[config.mk]
export PLATFORM = sky130hd
export DESIGN_NAME = mem_arbiter
export DESIGN_NICKNAME = d
export VERILOG_FILES = /design/src/rtl/mem_arbiter.sv
export SDC_FILE = /design/constraint.sdc
export NUM_CORES = 1
export LEC_CHECK = 0
export BUFFER_PORTS_ARGS = -buffer_cell sky130_fd_sc_hd__buf_4
export CAP_MARGIN = 20
export CORE_AREA = 2 2 208 210
export DETAILED_ROUTE_END_ITERATION = 10
export DIE_AREA = 0 0 210 212
export PLACE_DENSITY_LB_ADDON = 0.25
export SLEW_MARGIN = 20
export SYNTH_ARGS = -nofsm -noshare
export SYNTH_HDL_FRONTEND = slang
export SYNTH_SLANG_ARGS = --single-unit
[constraint.sdc]
create_clock -name clk -period 3.4 [get_ports clk]
set_clock_uncertainty 0.2 [all_clocks]
set_input_delay 0.17 -clock clk [delete_from_list [all_inputs] [get_ports clk]]
set_output_delay 0.17 -clock clk [all_outputs]
set_load 0.005 [all_outputs]
[src/rtl/mem_arbiter.sv]
`timescale 1ns/1ps
`default_nettype none
// ============================================================================
//  Module   : mem_arbiter
//  Purpose  : Shares one data-memory port between instruction fetch (IF) and
//             load/store (LS); one access at a time, LS-priority with an
//             IF starvation guard.
//  Revision : 1.0  initial release
// ============================================================================
module mem_arbiter #(
    parameter int ADDR_W     = 64,
    parameter int DATA_W     = 64,
    parameter int MEM_LAT    = 1,
    parameter int STARVE_MAX = 4
) (
    input  logic                  clk,
    input  logic                  rst,
    // instruction fetch
    input  logic                  i_if_req,
    input  logic [ADDR_W-1:0]     i_if_addr,
    output logic                  o_if_gnt,
    output logic                  o_if_rvalid,
    output logic [DATA_W-1:0]     o_if_rdata,
    // load/store
    input  logic                  i_ls_req,
    input  logic                  i_ls_wen,
    input  logic [ADDR_W-1:0]     i_ls_addr,
    input  logic [DATA_W-1:0]     i_ls_wdata,
    input  logic [DATA_W/8-1:0]   i_ls_wmask,
    output logic                  o_ls_gnt,
    output logic                  o_ls_rvalid,
    output logic [DATA_W-1:0]     o_ls_rdata,
    // memory
    output logic                  o_mem_ren,
    output logic                  o_mem_wen,
    output logic [ADDR_W-1:0]     o_mem_addr,
    output logic [DATA_W-1:0]     o_mem_wdata,
    output logic [DATA_W/8-1:0]   o_mem_wmask,
    input  logic [DATA_W-1:0]     i_mem_rdata
);

    localparam int MASK_W = DATA_W / 8;
    localparam int CNT_W  = $clog2(MEM_LAT + 1);
    localparam int SC_W   = $clog2(STARVE_MAX + 1);

    localparam logic [CNT_W-1:0] c_wait_init  = CNT_W'(MEM_LAT - 1);
    localparam logic [CNT_W-1:0] c_cnt_one    = CNT_W'(1);
    localparam logic [SC_W-1:0]  c_starve_max = SC_W'(STARVE_MAX);

    typedef enum logic [1:0] {
        S_IDLE  = 2'd0,
        S_ISSUE = 2'd1,
        S_WAIT  = 2'd2,
        S_RESP  = 2'd3
    } state_t;

    state_t              r_state;
    logic [CNT_W-1:0]    r_cnt;
    logic [SC_W-1:0]     r_starve;
    logic                r_owner_ls;
    logic                r_wen;
    logic                r_mem_ren;
    logic                r_mem_wen;
    logic [ADDR_W-1:0]   r_mem_addr;
    logic [DATA_W-1:0]   r_mem_wdata;
    logic [MASK_W-1:0]   r_mem_wmask;
    logic [DATA_W-1:0]   r_if_rdata;
    logic [DATA_W-1:0]   r_ls_rdata;

    logic                w_idle;
    logic                w_starved;
    logic                w_gnt_ls;
    logic                w_gnt_if;
    logic                w_resp;
    logic [DATA_W-1:0]   w_resp_data;

    // Grants are combinational in IDLE and suppressed while reset is held.
    assign w_idle      = (r_state == S_IDLE) && !rst;
    assign w_starved   = (r_starve == c_starve_max);
    assign w_gnt_ls    = w_idle && i_ls_req && !(i_if_req && w_starved);
    assign w_gnt_if    = w_idle && i_if_req && !w_gnt_ls;
    assign w_resp      = (r_state == S_RESP) && !rst;
    assign w_resp_data = r_wen ? '0 : i_mem_rdata;

    assign o_if_gnt    = w_gnt_if;
    assign o_ls_gnt    = w_gnt_ls;
    assign o_if_rvalid = w_resp && !r_owner_ls;
    assign o_ls_rvalid = w_resp && r_owner_ls;
    assign o_if_rdata  = rst ? '0 : (o_if_rvalid ? w_resp_data : r_if_rdata);
    assign o_ls_rdata  = rst ? '0 : (o_ls_rvalid ? w_resp_data : r_ls_rdata);
    assign o_mem_ren   = r_mem_ren && !rst;
    assign o_mem_wen   = r_mem_wen && !rst;
    assign o_mem_addr  = rst ? '0 : r_mem_addr;
    assign o_mem_wdata = rst ? '0 : r_mem_wdata;
    assign o_mem_wmask = rst ? '0 : r_mem_wmask;

    always_ff @(posedge clk) begin
        if (rst) begin
            r_state     <= S_IDLE;
            r_cnt       <= '0;
            r_starve    <= '0;
            r_owner_ls  <= 1'b0;
            r_wen       <= 1'b0;
            r_mem_ren   <= 1'b0;
            r_mem_wen   <= 1'b0;
            r_mem_addr  <= '0;
            r_mem_wdata <= '0;
            r_mem_wmask <= '0;
            r_if_rdata  <= '0;
            r_ls_rdata  <= '0;
        end else begin
            r_mem_ren <= 1'b0;
            r_mem_wen <= 1'b0;

            // Consecutive LS wins while IF waits; any IF-idle cycle resets it.
            if (!i_if_req || w_gnt_if) begin
                r_starve <= '0;
            end else if (w_gnt_ls && (r_starve != c_starve_max)) begin
                r_starve <= r_starve + SC_W'(1);
            end

            case (r_state)
                S_IDLE: begin
                    if (w_gnt_ls || w_gnt_if) begin
                        r_owner_ls  <= w_gnt_ls;
                        r_wen       <= w_gnt_ls && i_ls_wen;
                        r_mem_ren   <= !(w_gnt_ls && i_ls_wen);
                        r_mem_wen   <= w_gnt_ls && i_ls_wen;
                        r_mem_addr  <= w_gnt_ls ? i_ls_addr  : i_if_addr;
                        r_mem_wdata <= w_gnt_ls ? i_ls_wdata : '0;
                        r_mem_wmask <= w_gnt_ls ? i_ls_wmask : '0;
                        r_state     <= S_ISSUE;
                    end
                end
                S_ISSUE: begin
                    if (MEM_LAT == 1) begin
                        r_state <= S_RESP;
                    end else begin
                        r_cnt   <= c_wait_init;
                        r_state <= S_WAIT;
                    end
                end
                S_WAIT: begin
                    if (r_cnt <= c_cnt_one) begin
                        r_state <= S_RESP;
                    end else begin
                        r_cnt <= r_cnt - c_cnt_one;
                    end
                end
                S_RESP: begin
                    if (r_owner_ls) begin
                        r_ls_rdata <= w_resp_data;
                    end else begin
                        r_if_rdata <= w_resp_data;
                    end
                    r_state <= S_IDLE;
                end
                default: r_state <= S_IDLE;
            endcase
        end
    end

endmodule
`default_nettype wire
==> results.ini <==
[final_layout]
final_common_cell = buf_4
postLayoutCellArea_sq_um = 20400
regArea_sq_um = 5470
fin_util = 0.481
multiInputGateArea_sq_um = 6100
final_cell_mix = buf_4, a21oi_1, dlygate4sd3_1
drive_gt1_frac = 0.280
area_growth_pct = 66.7
fillers = 4058
nets = 2517

[power_and_ir_drop]
p_sw_mw = 2.34
cellPowerDensity_nw_per_um2 = 456
power_frac_seq = 0.380
p_clk_frac = 0.406
ir_worst_vdd_uv = 599
comb_power_share = 0.215
internal_power_mw = 6.97
swShare = 0.252
p_leak_nw = 8.47

[global_route]
grt_util_all_layers = 0.202
grt-ovfl-total = 0
grt_max_degree = 210
grt_pass1_vias = 13270
antenna_found_initial = 3
grt_first_pass_wirelength_um = 72800

[die]
die_y_um = 212
die_w_um = 210
rows = 76
core_area_sq_um = 42500
initial_core_util = 0.288
io_pins = 539
die_area_sq_um = 44500

[worst_setup_path]
reg2reg_from = r_state[1]
rrSetupSlack_ps = 430
crit_required_ps = 3030
rr_endpoint = r_mem_addr[11]
crit_slowest_cell = nand2_2
startpoint_type = flip-flop
timing.critical_path.mode_cell = buf_4
cp_max_fo = 46
worstPathArrival_ps = 2730
crit_chain = ha_1, nand2_2, buf_4, nand2_1, a21oi_1, buf_4
rr_worst_depth = 7
worstSetupEndpointType = primary output
path_class = reg2out
slowest_delay_ps = 750

[synth]
ys.flop_type = dfxtp_1
synth_area_sq_um = 12300
ys.warnings.count = 0
synth_nets = 1800
synth_area_per_cell_sq_um = 8.03
synth_edf_count = 0
synthCells = 1527
yosysSeqAreaShare = 0.446
synthTopCellsByArea = dfxtp_1, a21oi_1, nor2b_1
async_flop_share = 0
synth-seq-cells = 273
synthDistinctLibCells = 33
synth_top_area_frac = 0.446
yosysTopAreaCell = dfxtp_1

[sta]
hold_viol_final = 0
post-route-period-util = 0.912
slew_violations = 0
setup_viol = 0
worst_pin_slew_ps = 995
min_period_ps = 3100
relSlewSlack = 0.334
rsz0062_at_grt = no
max_freq_mhz = 322
final.setup.tns_ps = 0

[cts]
cts_buffer_depth = 3
cts_tree = built
cts_setup_buffers = 0
root_buffer = clkbuf_16
clock_sinks = 273
htreeDepth = 1
clkLatencyLatePin_ps = 580
clk_pin_slew_worst_paths_ps = 60
cts_resized = 0
cts_made_buffers = 31

[routing]
ant_nets = 0
vias = 13758
finalWirelength_um = 47800
via_per_inst = 4.89
drc = 0
wire_per_inst_um = 17.0
drt_first_iter_violations = 850
drt_pass1_iterations = 5

[hold_path]
hold_start = rst
hold_class = in2reg
worstHoldPathCells = 3
hold_path_end = r_wen

[place]
place.gp.congestion = 0.773
dpl.hpwl_um = 30800
io_buffers = 538
place_area_sq_um = 16500

[run]
maxCapViolations = 0

[outcome]
status = finished clean

what timing repair did:
| action | 4_1_cts | 5_1_grt |
|---|---|---|
| hold buffers | 276 | 0 |
| endpoints found under the setup margin | 0 | 0 |
| endpoints found under the hold margin | 271 | 0 |
flip-flops by register name, summed over array words and instances, names as in the netlist, 2 cells and up:
signal,flops
r_if_rdata,64
r_state,2
r_ls_rdata,64
r_mem_wmask,8
r_mem_addr,64
r_starve,3
r_mem_wdata,64
cells by family (layout without fill, tap and decap cells):
logic type / Yosys count / after routing / synth area share
buf+inv: 156 / 895 / 0.0604
fa+ha+maj: 4 / 4 / 0.00408
flops: 273 / 273 / 0.446
compound gates: 539 / 539 / 0.267
other cells: 0 / 3 / 0
simple gates: 555 / 555 / 0.222
final cells by class:
type                            count  share of cell area
Timing Repair Buffer              832               0.343
Multi-Input combinational cell   1098               0.298
Sequential cell                   273               0.267
Clock buffer                       41              0.0418
Tap cell                          546              0.0334
Clock inverter                     14              0.0143
Inverter                            8             0.00147
Antenna cell                        3            0.000367
critical path, delay by kind of cell (launching register included):
family                     cells  cell delay [ps]
and+or+nand+nor                2              840
buffers and inverters          2              480
DFF                            1              330
adders and majority gates      1              280
AOI/OAI and AO/OA              1              190
power groups by stage:
stage / combinational [mW] / sequential, mW / clock [mW]
after CTS: 1.98 / 3.54 / 3.90
final: 2.00 / 3.54 / 3.78
after detailed placement: 1.55 / 3.60 / 0
after global routing: 2.17 / 3.56 / 4.02
after global placement: 1.53 / 3.60 / 0
after floorplan: 0.892 / 3.56 / 0
through the flow:
stage                     std cells  hold slack [ps]  setup slack [ps]  power [mW]
final                          2815             72.9               299        9.32
after global routing           2815             72.1              37.8        9.75
after CTS                      2812             21.3               188        9.42
after detailed placement       2481              234               845        5.16
after global placement         2481              228               854        5.13
after floorplan                1527              109              1630        4.46
cell usage after synthesis (6+ instances only):
cell      instances
buf_6             6
buf_4            10
o221a_1          49
dfxtp_1         273
nand2_1         261
inv_1             8
o21ai_0          74
nor2b_1         203
o221a_2          15
nor2_1            6
o21bai_1         64
buf_2            58
clkbuf_1         59
nand3_1          73
buf_1            15
a21oi_1         331
metal layers:
metal,wire length [um],vias up,global-route usage,part of all wire
met4,1930,0,0.0871,0.040
met1,19600,6479,0.246,0.41
li1,-,6696,-,-
met3,3280,97,0.0473,0.069
met5,0,-,0,0
met2,22900,486,0.342,0.48
worst max-delay path by stage:
stage                    start             end  slack (ps)  depth (start not counted)
floorplan           r_state[0]  r_mem_addr[55]        1630                          8
global placement    r_state[0]  o_ls_rdata[39]         850                          6
detailed placement  r_state[0]  o_ls_rdata[39]         850                          6
CTS                 r_state[0]  o_ls_rdata[39]         190                          6
global route        r_state[0]   o_ls_rdata[2]          40                          6
finish              r_state[0]   o_ls_rdata[2]         300                          6
(Power assumes the default switching activity.)
